===== src/rtl/clk_div_tick_gen.sv =====
// clk_div_tick_gen: selects one tap of the divider bus, synchronises it into
// the clk domain and converts each rising edge into a one-cycle tick enable.
// Bursts of burst_len ticks, or a continuous stream when burst_len is 0.
// Ports:
//   clk, rst          system clock, asynchronous active-high reset
//   clk_div[31:0]     divider bus (bit 31 never toggles)
//   tap_sel, burst_len  latched when start is accepted in IDLE
//   start, stop       one-cycle control pulses
//   tick              one-cycle enable per tap rising edge (RUN only)
//   busy, done        status: ARM/RUN, and one-cycle burst completion
//   tick_count        ticks emitted in the current or last burst
// Macro TAP_GLITCH_FILTER_EN adds a 3-sample majority filter after the
// synchroniser (one extra cycle of latency, two extra ARM flush cycles).
module clk_div_tick_gen #(
    parameter int SYNC_STAGES = 2,
    parameter int CNT_W       = 16,
    parameter int MIN_TAP     = 2
) (
    input  logic             clk,
    input  logic             rst,
    input  logic [31:0]      clk_div,
    input  logic [4:0]       tap_sel,
    input  logic [CNT_W-1:0] burst_len,
    input  logic             start,
    input  logic             stop,
    output logic             tick,
    output logic             busy,
    output logic             done,
    output logic [CNT_W-1:0] tick_count
);

`ifdef TAP_GLITCH_FILTER_EN
    localparam int ARM_CYCLES = SYNC_STAGES + 3;
`else
    localparam int ARM_CYCLES = SYNC_STAGES + 1;
`endif
    localparam int ARM_W = $clog2(ARM_CYCLES);
    localparam logic [ARM_W-1:0] ARM_LAST = ARM_W'(ARM_CYCLES - 1);
    localparam logic [4:0] MIN_TAP_L = 5'(MIN_TAP);

    typedef enum logic [1:0] {
        S_IDLE,
        S_ARM,
        S_RUN,
        S_DONE
    } state_t;

    state_t state_q, state_d;
    logic [ARM_W-1:0] arm_q, arm_d;
    logic [4:0] tap_q, tap_d;
    logic [CNT_W-1:0] len_q, len_d;
    logic [CNT_W-1:0] cnt_q, cnt_d;
    logic tick_q, tick_d;
    logic [SYNC_STAGES-1:0] sync_q, sync_d;
    logic edge_q, edge_d;

    logic [4:0] tap_clamped;
    logic sync_out;
    logic filt;
    logic rise;
    logic last_tick;

    // Bit 31 is constant, so a request for it maps to the top live tap.
    always_comb begin
        if (tap_sel < MIN_TAP_L) begin
            tap_clamped = MIN_TAP_L;
        end else if (tap_sel == 5'd31) begin
            tap_clamped = 5'd30;
        end else begin
            tap_clamped = tap_sel;
        end
    end

    always_comb begin
        sync_d   = {sync_q[SYNC_STAGES-2:0], clk_div[tap_q]};
        sync_out = sync_q[SYNC_STAGES-1];
    end

`ifdef TAP_GLITCH_FILTER_EN
    logic [1:0] hist_q, hist_d;

    // Majority of the current and two previous synchronised samples:
    // a single-cycle high or low excursion never changes the output.
    always_comb begin
        hist_d = {hist_q[0], sync_out};
        filt   = (sync_out & hist_q[0])
               | (sync_out & hist_q[1])
               | (hist_q[0] & hist_q[1]);
    end

    always_ff @(posedge clk or posedge rst) begin
        if (rst) begin
            hist_q <= '0;
        end else begin
            hist_q <= hist_d;
        end
    end
`else
    always_comb begin
        filt = sync_out;
    end
`endif

    always_comb begin
        edge_d    = filt;
        rise      = filt & ~edge_q;
        last_tick = tick_q && (len_q != '0) && (cnt_q == len_q);
    end

    always_comb begin
        state_d = state_q;
        arm_d   = arm_q;
        tap_d   = tap_q;
        len_d   = len_q;
        cnt_d   = cnt_q;
        tick_d  = 1'b0;
        unique case (state_q)
            S_IDLE: begin
                if (start && !stop) begin
                    tap_d   = tap_clamped;
                    len_d   = burst_len;
                    cnt_d   = '0;
                    arm_d   = '0;
                    state_d = S_ARM;
                end
            end
            // Pipeline still holds samples of the old tap; hold ticks off.
            S_ARM: begin
                if (stop) begin
                    state_d = S_IDLE;
                end else if (arm_q == ARM_LAST) begin
                    state_d = S_RUN;
                end else begin
                    arm_d = arm_q + ARM_W'(1);
                end
            end
            // Completion is checked before stop so a final tick always
            // reports done, even if stop arrives alongside it.
            S_RUN: begin
                if (last_tick) begin
                    state_d = S_DONE;
                end else if (stop) begin
                    state_d = S_IDLE;
                end else if (rise) begin
                    tick_d = 1'b1;
                    cnt_d  = cnt_q + CNT_W'(1);
                end
            end
            S_DONE: begin
                state_d = S_IDLE;
            end
            default: begin
                state_d = S_IDLE;
            end
        endcase
    end

    always_ff @(posedge clk or posedge rst) begin
        if (rst) begin
            state_q <= S_IDLE;
            arm_q   <= '0;
            tap_q   <= MIN_TAP_L;
            len_q   <= '0;
            cnt_q   <= '0;
            tick_q  <= 1'b0;
            sync_q  <= '0;
            edge_q  <= 1'b0;
        end else begin
            state_q <= state_d;
            arm_q   <= arm_d;
            tap_q   <= tap_d;
            len_q   <= len_d;
            cnt_q   <= cnt_d;
            tick_q  <= tick_d;
            sync_q  <= sync_d;
            edge_q  <= edge_d;
        end
    end

    always_comb begin
        tick       = tick_q;
        busy       = (state_q == S_ARM) || (state_q == S_RUN);
        done       = (state_q == S_DONE);
        tick_count = cnt_q;
    end

endmodule


===== config.mk =====
export PLATFORM = sky130hd
export DESIGN_NAME = clk_div_tick_gen
export DESIGN_NICKNAME = d
export VERILOG_FILES = /design/src/rtl/clk_div_tick_gen.sv
export SDC_FILE = /design/constraint.sdc
export NUM_CORES = 1
export LEC_CHECK = 0
export ABC_AREA = 1
export CORE_ASPECT_RATIO = 1.1
export CORE_MARGIN = 3
export CORE_UTILIZATION = 40
export CTS_CLUSTER_SIZE = 28
export DETAILED_ROUTE_END_ITERATION = 16
export PLACE_DENSITY = 0.75
export SYNTH_ARGS = -nofsm -noshare
export SYNTH_HDL_FRONTEND = slang
export SYNTH_SLANG_ARGS = --single-unit

===== constraint.sdc =====
create_clock -name clk -period 3.45 [get_ports clk]
set_clock_uncertainty 0.1 [all_clocks]
set_input_delay 0.5175 -clock clk [delete_from_list [all_inputs] [get_ports clk]]
set_output_delay 0.5175 -clock clk [all_outputs]
set_load 0.01 [all_outputs]

==> results.tsv <==
metric	value	unit
status	complete, no violations	
relSlewSlack	0.503	
gr-total-overflow	0	
leakage	1.83	nW
min_path_type	reg2reg	
setup_viol	0	
clk_pin_slew_worst_paths	0.09	ns
hold_end	edge_q	
viasPerCell	5.13	
syn_nets	520	
grt_usage	0.198	
gp_congestion	0.910	
drtAntennaViolNets	0	
cts-buffers-inserted	5	
n_fill_cell	716	
ys_async_sr_fraction	1.00	
detail_route.iter0.violations	125	
layout_setup_ws	1.21	ns
avgSynthCellArea	6.54	sq um
hold_viol	0	
dieHeight	96.7	microns
crit_fanout	4	
yosys-top-cells-area	dfrtp_1, nand2_1, nor2_1, inv_1, o21ai_0	
clockBufferDepth	2	
reg2reg_from	state_q[0]	
numClockSinks	45	
totalWireLength	8.03	mm
power_density	596	nW/um^2
synthesis.area	2990	sq um
worst_setup_path_end_kind	primary output	
clkLatencyLatePin	0.30	ns
r2r_slack	1.34	ns
root_buffer	clkbuf_8	
synth_cell_types	30	
holdWs	0.265	ns
antenna_found_initial	0	
grt_pass1_wl	13.8	mm
cp.required	2.83	ns
htreeDepth	2	
synth_seq_area_share	0.377	
core	7130	sq um
worstHoldStart	sync_q[1]	
synth_top_cell_by_area	dfrtp_1	
worst-setup-path-type	reg2out	
fin_nets	592	
synth.top_cell.area_share	0.368	
fin_tns_setup	0	ns
synthFlopType	dfrtp_1	
arrival	1.63	ns
n_antenna_cell	0	
min_path_cells	0	
io_pins	76	
via_count	3153	
die_area	8550	sq um
first_global_vias	3104	
syn_to_final_growth	31.0	%
ys_ff_latch	45	
netlist_instances	457	
grt_max_degree	41	
timing.rr.end	tick_count[15]	
critPathLaunchType	flop	
worstRegToRegCells	8	
pre_cts_ws	1.02	ns
cts_tree	built	
synth_edf_count	0	
drv_cap	0	
wl_per_cell	13.1	microns
fmax	0.445	GHz
post_cts_buffers	0	
postCtsHoldBufs	0	
drc	0	
timing.final.crit_share	0.651	
rsz0062_at_grt	no	
start_util	0.420	
tightest_slew	0.741	ns
dr.pass1.iters	4	
num_rows	32	
peakVddDrop	0.000393	V
yosys_warnings	0	
io_buffer_count	75	
dp_hpwl	6.30	mm
slew_viol_final	0	
period_needed	2.24	ns
drive_gt1_frac	0.0377	
die_w	88.4	microns
cts-resized-gates	0	
[per-stage QoR]
| step | area, sq um | utilization | std cells | total power, mW |
|---|---|---|---|---|
| 2_1_floorplan | 2990 | - | 457 | 1.65 |
| 3_3_place_gp | 3810 | 0.534 | 607 | 1.91 |
| 3_5_place_dp | 3810 | 0.534 | 607 | 1.94 |
| 4_1_cts | 3920 | 0.550 | 615 | 2.35 |
| 5_1_grt | 3920 | 0.550 | 615 | 2.56 |
| 6_report | 3920 | 0.550 | 615 | 2.34 |
[worst max-delay path: stages (launching register included)]
cell and delay (ns):
dfrtp_1 0.43, inv_1 0.08, ha_1 0.28, clkdlybuf4s50_1 0.53
[flip-flops by register name (all words and copies together) (netlist names)]
signal / count
arm_q: 2
edge_q: 1
len_q: 16
state_q: 2
sync_q: 2
tap_q: 5
tick: 1
tick_count: 16
[area by class of cell]
type | instances | area, sq um | area share
clock buffer | 6 | 72.6 | 0.0185
sequential | 45 | 1130 | 0.288
inverter | 55 | 206 | 0.0527
tap | 85 | 106 | 0.0271
clock inverter | 2 | 38.8 | 0.00990
timing repair buffer | 77 | 766 | 0.195
multi-input combinational | 345 | 1600 | 0.409
[power breakdown]
part           internal, mW  switching, mW  total [mW]
registers             0.691          0.174       0.864
clock network         0.218          0.188       0.406
logic                 0.423          0.643        1.07
total                  1.33           1.01        2.34
[how the worst max path moves through the flow]
| stage | startpoint | endpoint | slack, ns |
|---|---|---|---|
| after detailed placement | stop | tick_count[10] | 1.02 |
| after CTS | state_q[0] | busy | 1.19 |
| after global routing | tap_q[0] | sync_q[0] | 1.10 |
| final | state_q[0] | busy | 1.21 |
| after global placement | stop | state_q[1] | 1.09 |
| after floorplan | tick_count[0] | tick_count[14] | 1.73 |
[cells in the mapped netlist, types with 2 or more instances]
library cell,count
nand4_1,3
or2_2,2
o21ai_0,36
ha_1,6
inv_1,50
nand3_1,31
a21oi_1,12
nand2_4,2
nand2_1,158
o21bai_1,8
dfrtp_1,44
clkbuf_1,7
inv_2,3
clkinv_1,2
o221ai_1,8
buf_2,3
and2_1,2
nor4_1,3
nor3_1,10
nor2_1,57
[cells in the final DEF (no fill, tap or decap), types with 2 or more instances in the layout]
| master | count |
|---|---|
| nand4_1 | 3 |
| nor3_1 | 9 |
| a21oi_1 | 12 |
| nand3_1 | 31 |
| inv_1 | 49 |
| inv_2 | 3 |
| or2_2 | 2 |
| o21bai_1 | 8 |
| nand2_4 | 2 |
| o221ai_1 | 8 |
| and2_1 | 2 |
| nor2_1 | 57 |
| clkinv_1 | 3 |
| ha_1 | 6 |
| clkdlybuf4s50_1 | 75 |
| clkbuf_8 | 5 |
| dfrtp_1 | 44 |
| o21ai_0 | 36 |
| buf_4 | 2 |
| nand2_1 | 158 |
| nor4_1 | 3 |
[logic make-up after synthesis]
family,count (synthesis),synth area share
AO/OA/AOI/OAI,66,0.128
XOR/XNOR,2,0.00586
adder cells (fa/ha/maj),6,0.0251
buffers and inverters,67,0.0891
flip-flops,45,0.377
AND/OR/NAND/NOR,271,0.375
[layer usage]
| metal | part of all wire | routed length [microns] | up-vias | global-route usage |
|---|---|---|---|---|
| li1 | - | - | 1607 | - |
| met1 | 0.42 | 3410 | 1441 | 0.248 |
| met2 | 0.51 | 4060 | 90 | 0.336 |
| met3 | 0.052 | 417 | 15 | 0.0417 |
| met4 | 0.018 | 144 | 0 | 0.0558 |
| met5 | 0 | 0 | - | 0 |
(Power assumes the default switching activity.)
